File: src/rtl/fetch_sequencer_pkg.sv
// Shared fetch-stage types and constants: FSM encodings, F/D latch payload and control.
package fetch_sequencer_pkg;

  localparam int unsigned XLEN   = 32;
  localparam int unsigned ADDR_W = 12;

  localparam logic [XLEN-1:0] NOP              = 32'd0;
  localparam logic [XLEN-1:0] RESET_PC_DEFAULT = 32'd0;

  typedef enum logic [1:0] {
    ST_RUN    = 2'd0,
    ST_FROZEN = 2'd1,
    ST_PEND   = 2'd2,
    ST_HALTED = 2'd3
  } fetch_state_t;

  typedef enum logic [1:0] {
    FD_HOLD  = 2'd0,
    FD_LOAD  = 2'd1,
    FD_FLUSH = 2'd2
  } latch_ctl_t;

  typedef struct packed {
    logic [XLEN-1:0] pc;
    logic [XLEN-1:0] insn;
    logic            valid;
  } fd_entry_t;

  // Bubble written into a pipeline latch on flush or clear.
  function automatic fd_entry_t fd_bubble();
    fd_entry_t b;
    b.pc    = '0;
    b.insn  = NOP;
    b.valid = 1'b0;
    return b;
  endfunction

endpackage

File: src/rtl/fetch_sequencer_if.sv
// Fetch-stage bus: PC register, instruction memory, hazard controls and F/D latch view.
interface fetch_sequencer_if;
  import fetch_sequencer_pkg::*;

  logic [XLEN-1:0]   pc_cur;
  logic [XLEN-1:0]   imem_data;
  logic              stall;
  logic              freeze;
  logic              redir;
  logic [XLEN-1:0]   redir_target;
  logic              halt;
  logic [XLEN-1:0]   pc_next;
  logic              pc_w_en;
  logic [ADDR_W-1:0] imem_addr;
  logic [XLEN-1:0]   fd_pc;
  logic [XLEN-1:0]   fd_insn;
  logic              fd_valid;

  modport slave (
    input  pc_cur, imem_data, stall, freeze, redir, redir_target, halt,
    output pc_next, pc_w_en, imem_addr, fd_pc, fd_insn, fd_valid
  );

  modport master (
    output pc_cur, imem_data, stall, freeze, redir, redir_target, halt,
    input  pc_next, pc_w_en, imem_addr, fd_pc, fd_insn, fd_valid
  );

endinterface

File: src/rtl/fetch_sequencer_fd_latch.sv
// Falling-edge pipeline latch with async active-low clear and load/hold/flush control.
module fd_latch
  import fetch_sequencer_pkg::*;
(
  input  logic       clk,
  input  logic       clr_n,
  input  latch_ctl_t ctl,
  input  fd_entry_t  d,
  output fd_entry_t  q
);

  always_ff @(negedge clk or negedge clr_n) begin
    if (!clr_n) begin
      q <= fd_bubble();
    end else begin
      case (ctl)
        FD_LOAD:  q <= d;
        FD_FLUSH: q <= fd_bubble();
        default:  q <= q;
      endcase
    end
  end

endmodule

File: src/rtl/fetch_sequencer.sv
// Fetch-stage controller: next-PC selection, F/D latch control and redirect buffering
// across pipeline freezes.
module fetch_sequencer
  import fetch_sequencer_pkg::*;
#(
  parameter logic [XLEN-1:0] RESET_PC = RESET_PC_DEFAULT
)(
  input logic              clk,
  input logic              clr_n,
  fetch_sequencer_if.slave bus
);

  fetch_state_t    state_q, state_d;
  logic [XLEN-1:0] pend_q, pend_d;
  logic [XLEN-1:0] pc_next_c;
  logic            pc_w_en_c;
  latch_ctl_t      fd_ctl;
  fd_entry_t       fd_d, fd_q;

  always_ff @(negedge clk or negedge clr_n) begin
    if (!clr_n) begin
      state_q <= ST_RUN;
      pend_q  <= '0;
    end else begin
      state_q <= state_d;
      pend_q  <= pend_d;
    end
  end

  // Priority: reset, freeze, redirect/pending, halt, stall, sequential fetch.
  always_comb begin
    state_d   = state_q;
    pend_d    = pend_q;
    pc_next_c = bus.pc_cur;
    pc_w_en_c = 1'b0;
    fd_ctl    = FD_HOLD;

    if (!clr_n) begin
      pc_next_c = RESET_PC;
      state_d   = ST_RUN;
      pend_d    = '0;
    end else if (bus.freeze) begin
      // Latest redirect seen during a freeze is the one that survives.
      if (bus.redir) begin
        pend_d  = bus.redir_target;
        state_d = ST_PEND;
      end else if (state_q == ST_RUN) begin
        state_d = ST_FROZEN;
      end
    end else if (bus.redir) begin
      pc_next_c = bus.redir_target;
      pc_w_en_c = 1'b1;
      fd_ctl    = FD_FLUSH;
      pend_d    = '0;
      state_d   = ST_RUN;
    end else if (state_q == ST_PEND) begin
      pc_next_c = pend_q;
      pc_w_en_c = 1'b1;
      fd_ctl    = FD_FLUSH;
      pend_d    = '0;
      state_d   = ST_RUN;
    end else if (state_q == ST_HALTED) begin
      fd_ctl = FD_FLUSH;
    end else if (bus.halt) begin
      fd_ctl  = FD_FLUSH;
      state_d = ST_HALTED;
    end else if (bus.stall) begin
      state_d = ST_RUN;
    end else begin
      pc_next_c = XLEN'(bus.pc_cur + 32'd1);
      pc_w_en_c = 1'b1;
      fd_ctl    = FD_LOAD;
      state_d   = ST_RUN;
    end
  end

  always_comb begin
    fd_d.pc    = bus.pc_cur;
    fd_d.insn  = bus.imem_data;
    fd_d.valid = 1'b1;
  end

  fd_latch u_fd_latch (
    .clk   (clk),
    .clr_n (clr_n),
    .ctl   (fd_ctl),
    .d     (fd_d),
    .q     (fd_q)
  );

  assign bus.pc_next   = pc_next_c;
  assign bus.pc_w_en   = pc_w_en_c;
  assign bus.imem_addr = bus.pc_cur[ADDR_W-1:0];
  assign bus.fd_pc     = fd_q.pc;
  assign bus.fd_insn   = fd_q.insn;
  assign bus.fd_valid  = fd_q.valid;

endmodule
File: src/flat_wrapper.sv
// flat-port wrapper written by rule: the top's interface ports become plain ports
module fetch_sequencer_flat import fetch_sequencer_pkg::*;
#(
  parameter logic [XLEN-1:0] RESET_PC = RESET_PC_DEFAULT
)
  (clk, clr_n, bus_pc_cur, bus_imem_data, bus_stall, bus_freeze, bus_redir, bus_redir_target, bus_halt, bus_pc_next, bus_pc_w_en, bus_imem_addr, bus_fd_pc, bus_fd_insn, bus_fd_valid);
  fetch_sequencer_if bus_i ();
  input logic clk;
  input logic clr_n;
  input wire logic [$bits(bus_i.pc_cur)-1:0] bus_pc_cur;
  input wire logic [$bits(bus_i.imem_data)-1:0] bus_imem_data;
  input wire logic [$bits(bus_i.stall)-1:0] bus_stall;
  input wire logic [$bits(bus_i.freeze)-1:0] bus_freeze;
  input wire logic [$bits(bus_i.redir)-1:0] bus_redir;
  input wire logic [$bits(bus_i.redir_target)-1:0] bus_redir_target;
  input wire logic [$bits(bus_i.halt)-1:0] bus_halt;
  output wire logic [$bits(bus_i.pc_next)-1:0] bus_pc_next;
  output wire logic [$bits(bus_i.pc_w_en)-1:0] bus_pc_w_en;
  output wire logic [$bits(bus_i.imem_addr)-1:0] bus_imem_addr;
  output wire logic [$bits(bus_i.fd_pc)-1:0] bus_fd_pc;
  output wire logic [$bits(bus_i.fd_insn)-1:0] bus_fd_insn;
  output wire logic [$bits(bus_i.fd_valid)-1:0] bus_fd_valid;
  assign bus_i.pc_cur = bus_pc_cur;
  assign bus_i.imem_data = bus_imem_data;
  assign bus_i.stall = bus_stall;
  assign bus_i.freeze = bus_freeze;
  assign bus_i.redir = bus_redir;
  assign bus_i.redir_target = bus_redir_target;
  assign bus_i.halt = bus_halt;
  assign bus_pc_next = bus_i.pc_next;
  assign bus_pc_w_en = bus_i.pc_w_en;
  assign bus_imem_addr = bus_i.imem_addr;
  assign bus_fd_pc = bus_i.fd_pc;
  assign bus_fd_insn = bus_i.fd_insn;
  assign bus_fd_valid = bus_i.fd_valid;
  fetch_sequencer #(.RESET_PC(RESET_PC)) u_core (.clk(clk), .clr_n(clr_n), .bus(bus_i));
endmodule
File: config.mk
export PLATFORM = sky130hd
export DESIGN_NAME = fetch_sequencer_flat
export DESIGN_NICKNAME = d
export VERILOG_FILES = /design/src/rtl/fetch_sequencer_pkg.sv /design/src/rtl/fetch_sequencer_if.sv /design/src/rtl/fetch_sequencer_fd_latch.sv /design/src/rtl/fetch_sequencer.sv /design/src/flat_wrapper.sv
export SDC_FILE = /design/constraint.sdc
export NUM_CORES = 1
export LEC_CHECK = 0
export ABC_CLOCK_PERIOD_IN_PS = 2410
export BUFFER_PORTS_ARGS = -buffer_cell sky130_fd_sc_hd__buf_2
export CORE_MARGIN = 5
export CORE_UTILIZATION = 35
export CTS_CLUSTER_SIZE = 10
export DETAILED_ROUTE_END_ITERATION = 12
export PLACE_DENSITY = 0.6
export REMOVE_ABC_BUFFERS = 1
export SYNTH_ARGS = -nofsm -noshare
export SYNTH_HDL_FRONTEND = slang
export SYNTH_HIERARCHICAL = 1
export SYNTH_SLANG_ARGS = --single-unit
export TNS_END_PERCENT = 20
File: constraint.sdc
create_clock -name clk -period 2.41 [get_ports clk]
set_input_delay 0.3615 -clock clk [delete_from_list [all_inputs] [get_ports clk]]
set_output_delay 0.3615 -clock clk [all_outputs]
set_load 0.01 [all_outputs]
==> reports/metrics.csv <==
stage;metric;value;unit
critical_path;CP peak stage delay;0.42;ns
critical_path;CP Max Fanout;8;
timing;setup repair after global routing missed its margin;yes;
critical_path;CP Launch Type;flip-flop;
floorplan;die height;142;um
job;max_cap viols;0;
clocking;CTS tree;yes;
outcome;failing checks;setup timing;
synthesis;Yosys top cell area share;0.407;
timing;Final WS setup;-1.37;ns
routing;vias;6712;
critical_path;reg2reg path depth;13;
critical_path;CP endpoint kind;output pin;
synthesis;number of enable flip-flop cells after synthesis;0;
critical_path;CP dominant cell by count;buf_4;
routing;total wire length;23100;um
timing;Worst Skew;0.00597;ns
critical_path;WS Path Type;reg2out;
synthesis;Main synth FF type;dfrtn_1;
synthesis;Synthesis Warnings;6;
power;Net Switching;1.63;mW
placed_design;worst slack, placed;-1.05;ns
clocking;worst skew pair latency;0.35;ns
critical_path;FF-to-FF Start;u_core/state_q[1];
min_path;hold wc startpoint;u_core/pend_q[30];
timing;Setup-failing EPs final;164;
clocking;Max Buffers Root-to-Sink;2;
critical_path;crit path DAT;3.42;ns
floorplan;Top Ports;212;
synthesis;Mean Syn Cell Area;7.85;um^2
synthesis;number of synthesized register bits;99;
timing;Final Hold Fails;0;
power;clock share of power;0.297;
routing;wire length per cell;18.0;um
synthesis;Syn Inst Count;776;
routing;Vias/cell;5.23;
placed_design;dpl hpwl;16400;um
critical_path;RR Endpoint;u_core/u_fd_latch/q[57];
cells_and_area;filler cell count;1664;
power;Max VDD drop;363;uV
critical_path;CP max stage cell;dfrtn_1;
routing;Detail Route Antenna Nets;0;
synthesis;Synth cell types;61;
grt;total grt overflow;0;
power;Logic pwr share;0.306;
placed_design;number of port buffers;211;
floorplan;placement row count;48;
min_path;Hold Crit Depth;2;
power;Internal Power;3.49;mW
cells_and_area;ANT cells;0;
power;Reg power frac;0.397;
synthesis;Async SR Flop Fraction;1.00;
cells_and_area;final std cells w/o fill;1283;
clocking;hold bufs inserted after CTS;0;
cells_and_area;fraction of layout instances using a drive strength above 1;0.380;
routing;detailed router's first-iteration violation count;412;
power;sw frac;0.318;
clocking;root buffer selected by CTS;clkbuf_16;
clocking;H-tree level count;3;
clocking;Num CTS Buffers;9;
cells_and_area;Area growth, synth to finish;49.0;%
grt;vias in the first global route;6518;
grt;initial antenna violation count;0;
floorplan;core area;17200;um^2
min_path;end of the worst hold path;u_core/pend_q[30];
cells_and_area;Final #Nets;1157;
synthesis;post-synthesis sequential area ratio;0.407;
timing;Final Max Slew Viols;0;
routing;Initial DRT Pass Iterations;4;
clocking;CTS Sinks;99;
floorplan;Die Area;20100;um^2
grt;first-pass GRT wire length;36000;um
routing;DRC viols;0;
synthesis;largest area contributor in the synthesized netlist;dfrtn_1;
power;Pleak;4.58;nW
critical_path;cells along the critical path;buf_4 > nor2b_4 > nor2_1 > buf_4 > a31o_1 > a211o_1 > buf_2;
synthesis;Cell Area, Synth;6090;um^2
power;pwr dens;565;nW/um^2
placed_design;Placed Instances;1237;
clocking;clk slew on worst S/H paths;0.05;ns
floorplan;die width;142;um
min_path;Hold/Removal Path Class;reg2reg;
critical_path;Worst EP required;2.05;ns
critical_path;reg-to-reg slack, setup;-0.07;ns
placed_design;routability cong.;0.865;
floorplan;initial core utilization;0.354;
outcome;status;complete, but fails checks;
synthesis;Area contributors post-synth;dfrtn_1 (41%), nand2_1 (11%), nand2b_1 (7.3%);
grt;largest net degree at the start of global routing;79;
grt;GRT Util Overall;0.226;
==> critical path, delay by kind of cell, from the launching register on <==
| kind | cells | cell delay, ns |
|---|---|---|
| and+or+nand+nor | 2 | 0.45 |
| AOI/OAI and AO/OA | 2 | 0.49 |
| buffers and inverters | 3 | 0.50 |
| DFF | 1 | 0.42 |
==> cell families (layout without fill, tap and decap cells) <==
kind of cell | count (synthesis) | after routing | synth area share
and+or+nand+nor | 380 | 380 | 0.301
xor gates and xnor gates | 12 | 12 | 0.0173
DFF | 99 | 99 | 0.407
other | 1 | 1 | 0.000616
buffers and inverters | 78 | 360 | 0.0645
AOI/OAI and AO/OA | 198 | 198 | 0.195
muxes | 6 | 6 | 0.0101
adders and majority gates | 2 | 2 | 0.00411
==> layout by cell type, fill, tap and decap left out, drive strengths merged, types with 9 or more instances in the layout <==
cell / n
nor2: 28
nand2b: 71
nand2: 174
nand4: 16
buf: 334
nor3: 12
a21oi: 27
inv: 9
clkbuf: 13
nand3: 45
o21ai: 114
dfrtn: 99
and3: 16
==> how the worst max path moves through the flow <==
| stage | start | to | slack (ns) | cells after the start |
|---|---|---|---|---|
| finish | u_core/state_q[1] | bus_pc_next[27] | -1.37 | 7 |
| detailed placement | u_core/state_q[0] | bus_pc_next[27] | -1.05 | 7 |
| floorplan | bus_stall | u_core/u_fd_latch/q[52] | -2.35 | 5 |
| CTS | u_core/state_q[1] | bus_pc_next[27] | -1.32 | 8 |
| global route | u_core/state_q[0] | bus_pc_next[29] | -1.44 | 8 |
| global placement | u_core/state_q[1] | bus_pc_next[27] | -1.04 | 7 |
==> area by class of cell <==
class                   count  area, um^2  share of cell area
clock buffers              11         243              0.0268
clock inverters             5        61.3             0.00676
inverters                   8        30.0             0.00331
multi-input cells         599        3440               0.379
flip-flops and latches     99        2480               0.273
well taps                 225         282              0.0310
repair buffers            336        2540               0.280
==> per-layer routing <==
layer,part of all wire,track usage,up-vias,routed length (um)
met5,0,0,-,0
met4,0.029,0.0904,0,662
met3,0.068,0.0357,44,1570
met2,0.46,0.355,281,10500
met1,0.45,0.311,3144,10300
li1,-,-,3243,-
==> registers in the layout, summed over array words and instances (netlist names) <==
name                 cells
u_core/state_q           2
u_core/u_fd_latch/q     65
u_core/pend_q           32
==> synthesized netlist by cell type (3+ instances only) <==
cell / number
a21o_1: 4
a21oi_1: 27
a31oi_1: 5
a32o_1: 3
and2_1: 4
and3_1: 16
buf_1: 4
buf_2: 15
buf_4: 16
clkbuf_1: 28
clkbuf_2: 5
dfrtn_1: 99
inv_1: 8
mux2i_1: 5
nand2_1: 174
nand2b_1: 71
nand3_1: 45
nand4_1: 15
nor2_1: 28
nor2b_1: 3
nor3_1: 9
o211ai_1: 7
o21ai_0: 51
o21ai_1: 63
o2bb2ai_1: 6
or3_1: 3
xnor2_1: 4
xor2_1: 8
==> what timing repair did <==
item                       4_1_cts  5_1_grt
setup endpoints to repair      179      187
setup buffers                   14       10
pin swaps                       33       25
resized for setup               63       57
gates cloned                     6        2
==> stage by stage <==
| stage | instance area [um^2] | total power, mW | setup TNS (ns) | utilization | hold WS (ns) |
|---|---|---|---|---|---|
| 2_1_floorplan | 5730 | 2.64 | -207.29 | - | 0.391 |
| 3_3_place_gp | 7980 | 3.40 | -99.88 | 0.464 | 0.402 |
| 3_5_place_dp | 7980 | 3.42 | -98.97 | 0.464 | 0.409 |
| 4_1_cts | 8770 | 5.07 | -84.47 | 0.511 | 0.409 |
| 5_1_grt | 9070 | 5.41 | -96.28 | 0.528 | 0.424 |
| 6_report | 9070 | 5.12 | -86.84 | 0.528 | 0.408 |
==> power by group through the flow <==
stage                     combinational (mW)  clock (mW)  sequential, mW
after detailed placement                1.37           0            2.05
after global routing                    1.72        1.63            2.07
after global placement                  1.36           0            2.04
final                                   1.57        1.52            2.04
after floorplan                        0.492           0            2.15
after CTS                               1.49        1.56            2.02
Note: power is estimated with default switching activity, not from simulation.
